## config.mk

```make
export PLATFORM = sky130hd
export DESIGN_NAME = fsm_input_conditioner
export DESIGN_NICKNAME = d
export VERILOG_FILES = /design/src/rtl/fsm_input_conditioner_pkg.sv /design/src/rtl/fsm_input_conditioner_debounce_channel.sv /design/src/rtl/fsm_input_conditioner.sv
export SDC_FILE = /design/constraint.sdc
export NUM_CORES = 1
export LEC_CHECK = 0
export ABC_AREA = 0
export CAP_MARGIN = 5
export CORE_AREA = 2 2 66 68
export CTS_BUF_LIST = sky130_fd_sc_hd__clkbuf_8 sky130_fd_sc_hd__clkbuf_16
export CTS_CLUSTER_SIZE = 10
export DETAILED_ROUTE_END_ITERATION = 12
export DIE_AREA = 0 0 68 70
export HOLD_SLACK_MARGIN = 0.15
export PLACE_DENSITY = 0.5
export SLEW_MARGIN = 10
export SYNTH_ARGS = -nofsm -noshare
export SYNTH_HDL_FRONTEND = slang
export SYNTH_HIERARCHICAL = 1
export SYNTH_SLANG_ARGS = --single-unit
```

## constraint.sdc

```tcl
create_clock -name clk -period 3.2 [get_ports clk]
set_input_delay 0.64 -clock clk [delete_from_list [all_inputs] [get_ports clk]]
set_output_delay 0.64 -clock clk [all_outputs]
set_load 0.02 [all_outputs]
```

## src/rtl/fsm_input_conditioner_pkg.sv

```systemverilog
// Shared definitions for the go/jump input conditioner: debounce state
// encodings and the default debounce length.
package fsm_input_conditioner_pkg;

  typedef enum logic [1:0] {
    STABLE_LO = 2'b00,
    WAIT_HI   = 2'b01,
    STABLE_HI = 2'b10,
    WAIT_LO   = 2'b11
  } db_state_e;

  localparam int DEF_DEBOUNCE_CYCLES = 4;

  localparam int NUM_CH = 2;  // channel 0 = go, channel 1 = jump

endpackage

```

## src/rtl/fsm_input_conditioner_debounce_channel.sv

```systemverilog
// One conditioning channel: 2-flop synchronizer, debounce counter/FSM,
// registered clean level and a one-cycle rising-edge pulse.
module debounce_channel
  import fsm_input_conditioner_pkg::*;
#(
  parameter int DEBOUNCE_CYCLES = DEF_DEBOUNCE_CYCLES
) (
  input  logic clk,
  input  logic reset,
  input  logic raw,
  output logic level,
  output logic rise
);

  localparam int CNT_W = $clog2(DEBOUNCE_CYCLES + 1);
  localparam logic [CNT_W-1:0] CNT_LAST = CNT_W'(DEBOUNCE_CYCLES - 1);
  localparam bit DIRECT = (DEBOUNCE_CYCLES == 1);

  logic             r_s1, r_s2;
  db_state_e        r_state;
  logic [CNT_W-1:0] r_cnt;
  logic             r_level, r_rise;

  always_ff @(posedge clk or negedge reset) begin
    if (!reset) begin
      r_s1    <= 1'b0;
      r_s2    <= 1'b0;
      r_state <= STABLE_LO;
      r_cnt   <= '0;
      r_level <= 1'b0;
      r_rise  <= 1'b0;
    end else begin
      r_s1   <= raw;
      r_s2   <= r_s1;
      r_rise <= 1'b0;
      case (r_state)
        STABLE_LO: begin
          r_level <= 1'b0;
          if (r_s2) begin
            if (DIRECT) begin
              r_state <= STABLE_HI;
              r_level <= 1'b1;
              r_rise  <= 1'b1;
            end else begin
              r_state <= WAIT_HI;
              r_cnt   <= CNT_W'(1);
            end
          end
        end
        WAIT_HI: begin
          if (!r_s2) begin
            r_state <= STABLE_LO;
            r_cnt   <= '0;
          end else if (r_cnt == CNT_LAST) begin
            r_state <= STABLE_HI;
            r_cnt   <= '0;
            r_level <= 1'b1;
            r_rise  <= 1'b1;
          end else begin
            r_cnt <= r_cnt + CNT_W'(1);
          end
        end
        STABLE_HI: begin
          r_level <= 1'b1;
          if (!r_s2) begin
            if (DIRECT) begin
              r_state <= STABLE_LO;
              r_level <= 1'b0;
            end else begin
              r_state <= WAIT_LO;
              r_cnt   <= CNT_W'(1);
            end
          end
        end
        WAIT_LO: begin
          if (r_s2) begin
            r_state <= STABLE_HI;
            r_cnt   <= '0;
          end else if (r_cnt == CNT_LAST) begin
            r_state <= STABLE_LO;
            r_cnt   <= '0;
            r_level <= 1'b0;
          end else begin
            r_cnt <= r_cnt + CNT_W'(1);
          end
        end
        default: begin
          r_state <= STABLE_LO;
          r_cnt   <= '0;
          r_level <= 1'b0;
        end
      endcase
    end
  end

  assign level = r_level;
  assign rise  = r_rise;

endmodule

```

## src/rtl/fsm_input_conditioner.sv

```systemverilog
// Go/jump front end: two identical, independent debounce channels feeding
// the FSM go/jump inputs. Priority between the two is left to the FSM.
module fsm_input_conditioner
  import fsm_input_conditioner_pkg::*;
#(
  parameter int DEBOUNCE_CYCLES = DEF_DEBOUNCE_CYCLES
) (
  input  logic clk,
  input  logic reset,
  input  logic go_raw,
  input  logic jump_raw,
  output logic go,
  output logic jump,
  output logic go_rise,
  output logic jump_rise
);

  logic [NUM_CH-1:0] w_raw, w_level, w_rise;

  assign w_raw = {jump_raw, go_raw};

  for (genvar c = 0; c < NUM_CH; c++) begin : g_ch
    debounce_channel #(.DEBOUNCE_CYCLES(DEBOUNCE_CYCLES)) u_ch (
      .clk   (clk),
      .reset (reset),
      .raw   (w_raw[c]),
      .level (w_level[c]),
      .rise  (w_rise[c])
    );
  end

  assign go        = w_level[0];
  assign jump      = w_level[1];
  assign go_rise   = w_rise[0];
  assign jump_rise = w_rise[1];

endmodule

```

==> results.md, run 1 <==
* Sinks on the clock net at 18
* Area Growth Syn to Fin at 15.22%
* Fin crit share at a little under three fifths
* Buf/Inv on CP at 1
* Vias in the first global route at between 600 and 700
* Number of cells on the worst reg-to-reg path at 5
* Pleak at around 0.52 nW
* Synth cell types at 25
* Post CTS Setup Buffer Count at 0
* Setup crit start kind: flip-flop
* RSZ-0062 raised after global routing: no
* Routed len/inst at ~11 µm
* Ys Warns at 6
* WS Path Type: flip-flop to primary output
* Endpoints failing setup at 0
* Post-route cell area at 1165 µm²
* CTS tree: yes
* Most frequent cells in the layout: dfrtp_1 (18), ha_1 (10), clkdlybuf4s50_1 (7)
* Aggregate routed wire length at roughly 1.6 mm
* Largest delay share family, worst path: buffers and inverters
* Largest net degree at the start of global routing at 19
* Initial antenna violation count at 0
* I/O Buffers at 7
* Worst Clk Skew at a little under 0.0008 ns
* Max-slew headroom at between 40% and 50%
* Total die area at 4760 µm²
* Fin util at 28.11%
* Cell count after synthesis at 86
* Minimum clock period at approximately 1.8 ns
* Worst Hold Path Cells at 0
* Critical path's slowest cell: clkdlybuf4s50_1
* CTS Hold Bufs at 0
* Maximum fanout along the worst path at 2
* Die Wd at slightly below 70 µm
* Total power at 1.043 mW
* Nets@finish at 110
* # resized after CTS at 0
* Hold wc startpoint: g_ch[1].u_ch/r_s1$_DFF_PN0_
* MaxCap Viol Count at 0
* Worst Hold Endpoint: g_ch[1].u_ch/r_s2$_DFF_PN0_
* P per Cell Area at roughly 900 nW/µm²
* Initial core utilization at 24.40%
* Worst slew pin tran at around 0.80 ns
* Post-route DRC at 0
* Total global routing overflow at 0
* #FFs+latches synth at 18
* Placer Congestion at slightly below 0.8
* Diodes inserted at 0
* Crit path cell chain: clkdlybuf4s50_1
* CP arrival at about 1.2 ns
* DR iter-0 viols at 15
* # H-tree levels at 1
* Clk buf depth at 2
* Capturing point of the worst reg2reg path: g_ch[0].u_ch/level$_DFFE_PN0P_
* Worst EP required at ~2.6 ns
* Path category of the worst min-delay check: flip-flop to flip-flop
* Synth Cell Area at 1011 µm²
* Outcome: completed
* Vias per inst at ~4.4
* Post-DP HPWL at approximately 1.2 mm
* Worst vdd ir at approximately 0.57 mV
* Die height at ~70 µm
* Fillers at 441
* Core area at about 4100 µm²
* Total clock buffers created by CTS at 3
* I/O pin cnt at 8
* Worst R2R Setup Slack at 1.71 ns
* Setup ws final at approximately 1.4 ns
* Fin. max-slew vios at 0
* Row count at 24
* Crit path capture type: primary output
* Register area share after synthesis at between 40 and 50%
* Share of cells above drive strength 1 at roughly a fifth
* Hold Vio Cnt, Final at 0
* Syn Area/Cell at ~12 µm²
* Reg clk slew, reported paths at roughly 0.070 ns
* Sum Neg Setup Slack at 0 ns
* Worst reg2reg startpoint: g_ch[0].u_ch/r_cnt[0]$_DFFE_PN0P_
* Max incr delay on CP at roughly 0.60 ns
* Commonest non-fill, non-tap cell in the layout: dfrtp_1
* TritonRoute pass-1 iters at 3
* Placed Area at around 1100 µm²
* Final ANT Viol Nets at 0
* First-pass GRT wire length at about 2.8 mm
* CTS Root Cell: clkbuf_8
* Latest clock arrival within the worst-skew pair at approximately 0.24 ns
* Tot GR Track Use at ~7.6%
* Syn Nets at 100
* Maximum clock frequency at 544.5 MHz
* Via count at between 600 and 700
* Placement Setup Slack at 1.467 ns
Yosys cell counts:
cell type / count / area, µm²
o31ai_1: 2 / 15.01
a21oi_2: 2 / 17.52
nand2b_4: 2 / 27.53
inv_1: 6 / 22.52
a21o_1: 2 / 15.01
nor3_1: 2 / 10.01
nand2_1: 2 / 7.510
ha_1: 10 / 125.1
o21ai_0: 2 / 10.01
a21oi_1: 6 / 30.03
and3_2: 2 / 15.01
and2b_2: 2 / 17.52
dfrtp_1: 18 / 450.4
nand2_2: 2 / 12.51
o21a_1: 2 / 15.01
a211oi_2: 2 / 25.02
mux2i_1: 2 / 20.02
nor2_1: 6 / 22.52
o22ai_1: 2 / 12.51
mux2i_4: 2 / 45.04
and2_1: 2 / 12.51
o32ai_1: 2 / 17.52
mux2_4: 2 / 30.03
buf_6: 2 / 22.52
nand2b_1: 2 / 12.51
how the worst max path moves through the flow:
| stage | start | to | slack (ns) | cells past startpoint |
|---|---|---|---|---|
| finish | g_ch[0].u_ch/level$_DFFE_PN0P_ | go | 1.36 | 1 |
| global route | g_ch[1].u_ch/level$_DFFE_PN0P_ | jump | 1.30 | 1 |
| CTS | g_ch[1].u_ch/level$_DFFE_PN0P_ | jump | 1.35 | 1 |
| detailed placement | reset | g_ch[0].u_ch/level$_DFFE_PN0P_ | 1.47 | 1 |
| global placement | reset | g_ch[0].u_ch/r_s1$_DFF_PN0_ | 1.45 | 1 |
| floorplan | g_ch[0].u_ch/r_cnt[0]$_DFFE_PN0P_ | g_ch[0].u_ch/level$_DFFE_PN0P_ | 1.83 | 5 |
routing by layer:
| layer | share of wire (%) | global-route usage (%) | vias to the layer above |
|---|---|---|---|
| met4 | 0 | 1.333 | 0 |
| met5 | 0 | 0 | - |
| met3 | 4.9 | 3.382 | 0 |
| li1 | - | - | 318 |
| met2 | 50 | 12.51 | 9 |
| met1 | 45 | 9.063 | 316 |
kinds of logic (layout without fill, tap and decap cells):
family                   count (synthesis)  after routing  share of synthesized area [%]
AND/OR/NAND/NOR                         22             22                          13.61
multiplexers                             6              6                          9.406
AO/OA/AOI/OAI                           22             22                          15.59
adder cells (fa/ha/maj)                 10             10                          12.38
flip-flops                              18             18                          44.55
buffers and inverters                    8             16                          4.455
per-stage QoR:
stage / cells / hold WS (ns)
4_1_cts: 146 / 0.3498
5_1_grt: 146 / 0.3575
3_5_place_dp: 143 / 0.3347
2_1_floorplan: 86 / 0.3312
3_3_place_gp: 143 / 0.3347
6_report: 146 / 0.3465
area by class of cell:
class	count	area (µm²)	share of cell area, %
clock buffers	3	41.29	3.545
multi-input cells	60	515.5	44.25
inverters	6	22.52	1.933
repair buffers	7	70.07	6.015
flip-flops and latches	18	450.4	38.67
well taps	52	65.06	5.585
power by group:
group          switching, mW  leakage, nW  internal (mW)
Sequential            0.0539        0.221          0.295
Clock                 0.0696       0.0216         0.0834
Combinational          0.276        0.275          0.265
(Power assumes the default switching activity.)
==> run 2: changes to the inputs <==
PLACE_DENSITY = 0.51   (was 0.5)
clock period = 1.6 ns   (was 3.2 ns; I/O delays follow)
==> results.md, run 2 (synthesis gave the netlist of run 1 again) <==
* Outcome: completed
* Setup crit start kind: flip-flop
* # H-tree levels at 1
* Fin. max-slew vios at 0
* Tot GR Track Use at between 7 and 8%
* Placement Setup Slack at around 0.14 ns
* Buf/Inv on CP at 1
* Setup ws final at roughly 0.07 ns
* Critical path's slowest cell: clkdlybuf4s50_1
* Crit path capture type: primary output
* Fillers at ~420
* CP arrival at ~1.2 ns
* Total global routing overflow at 0
* Area Growth Syn to Fin at 17.33%
* Placer Congestion at approximately 0.80
* Crit path cell chain: clkdlybuf4s50_1
* Path category of the worst min-delay check: flip-flop to flip-flop
* Post-route DRC at 0
* Aggregate routed wire length at 1.569 mm
* Row count at 24
* First-pass GRT wire length at 2.691 mm
* Maximum clock frequency at between 600 and 700 MHz
* P per Cell Area at roughly 1800 nW/µm²
* TritonRoute pass-1 iters at 3
* Vias in the first global route at between 600 and 700
* Worst Hold Path Cells at 0
* MaxCap Viol Count at 0
* Reg clk slew, reported paths at around 0.070 ns
* Post CTS Setup Buffer Count at 0
* Placed cells at 144
* Minimum clock period at roughly 1.5 ns
* Total die area at approximately 4800 µm²
* RSZ-0062 raised after global routing: no
* Sinks on the clock net at 18
* Hold Vio Cnt, Final at 0
* Fin cells at approximately 150
* Sum Neg Setup Slack at 0 ns
* CTS Hold Bufs at 0
* Clk buf depth at 2
* Die height at approximately 70 µm
* Share of cells above drive strength 1 at around 22%
* # resized after CTS at 0
* Commonest non-fill, non-tap cell in the layout: dfrtp_1
* Worst vdd ir at 0.9918 mV
* Core area at about 4100 µm²
* Worst slew pin tran at around 0.34 ns
* Initial antenna violation count at 0
* CTS tree: yes
* Number of cells on the worst reg-to-reg path at 5
* Worst Clk Skew at around 0.0021 ns
* WP depth at 1
* Diodes inserted at 0
* Largest delay share family, worst path: buffers and inverters
* Latest clock arrival within the worst-skew pair at about 0.25 ns
* Nets@finish at 111
* Die Wd at between 60 and 70 µm
* Via count at ~640
* Largest net degree at the start of global routing at 19
* I/O pin cnt at 8
* Max incr delay on CP at 0.60 ns
* WS Path Type: flip-flop to primary output
* Routed len/inst at roughly 11 µm
* Total clock buffers created by CTS at 3
* Fin util at 28.62%
* CTS Root Cell: clkbuf_8
* Fin crit share at between 90% and 100%
* Worst EP required at 1.28 ns
* Pleak at between 0.5 and 0.6 nW
* Most frequent cells in the layout: dfrtp_1 (18), ha_1 (10), clkdlybuf4s50_1 (7)
* Post-DP HPWL at about 1.2 mm
* I/O Buffers at 7
* Max-slew headroom at between 70% and 80%
* Maximum fanout along the worst path at 2
* Final ANT Viol Nets at 0
* Endpoints failing setup at 0
* Vias per inst at 4.331
* DR iter-0 viols at 37
* Initial core utilization at between 20% and 30%
[run 2: changes by cell type in the layout (fill, tap and decap cells not counted), sizes merged]
cell    change
buf         +1
clkbuf      +1
[run 2: cell type report]
cell class | instances | area, µm² | area share [%]
Sequential cell | 18 | 450.4 | 37.97
Timing Repair Buffer | 8 | 77.57 | 6.540
Tap cell | 52 | 65.06 | 5.485
Multi-Input combinational cell | 60 | 515.5 | 43.46
Clock buffer | 4 | 55.05 | 4.641
Inverter | 6 | 22.52 | 1.899
[run 2: per-layer routing]
layer	wire length (µm)	global-route usage, %
met2	804	12.94
met4	0	0.8889
met5	0	0
met1	701	7.927
met3	63	3.865
[run 2: worst register-to-register path: cells and delay by family, from the launching register on]
family / cells / cell delay [ns]
muxes: 1 / 0.31
and+or+nand+nor: 2 / 0.27
AOI/OAI and AO/OA: 1 / 0.17
DFF: 1 / 0.37
adders and majority gates: 1 / 0.23
[run 2: report_power, final]
group          leakage [nW]  total [mW]  switching [mW]  internal, mW
logic                 0.279        1.09           0.559         0.531
clock network        0.0288       0.376           0.158         0.219
registers             0.221       0.693           0.104         0.589
total                 0.529        2.16           0.820          1.34
[run 2: worst paths after layout]
path / from / endpoint / slack [ns]
max: g_ch[0].u_ch/level$_DFFE_PN0P_ / go / 0.07
min: g_ch[1].u_ch/r_s1$_DFF_PN0_ / g_ch[1].u_ch/r_s2$_DFF_PN0_ / 0.35
max reg2reg: g_ch[0].u_ch/r_cnt[0]$_DFFE_PN0P_ / g_ch[0].u_ch/level$_DFFE_PN0P_ / 0.14
min reg2reg: g_ch[1].u_ch/r_s1$_DFF_PN0_ / g_ch[1].u_ch/r_s2$_DFF_PN0_ / 0.35
max in group asynchronous: reset / g_ch[0].u_ch/r_cnt[1]$_DFFE_PN0P_ / 1.00
min in group asynchronous: reset / g_ch[1].u_ch/rise$_DFF_PN0_ / 0.40
[run 2: metrics by stage]
| stage | cell area, µm² | hold slack, ns | total power [mW] |
|---|---|---|---|
| after floorplan | 1011 | 0.02441 | 1.556 |
| after global placement | 1131 | 0.3324 | 1.772 |
| after detailed placement | 1131 | 0.3420 | 1.793 |
| after CTS | 1186 | 0.3591 | 2.188 |
| after global routing | 1186 | 0.3688 | 2.337 |
| final | 1186 | 0.3534 | 2.159 |
==> run 3: changes to the inputs <==
CTS_CLUSTER_DIAMETER = 80   (was unset)
==> results of run 3 <==
Final layout, timing and power as in run 2 (identical DEF).
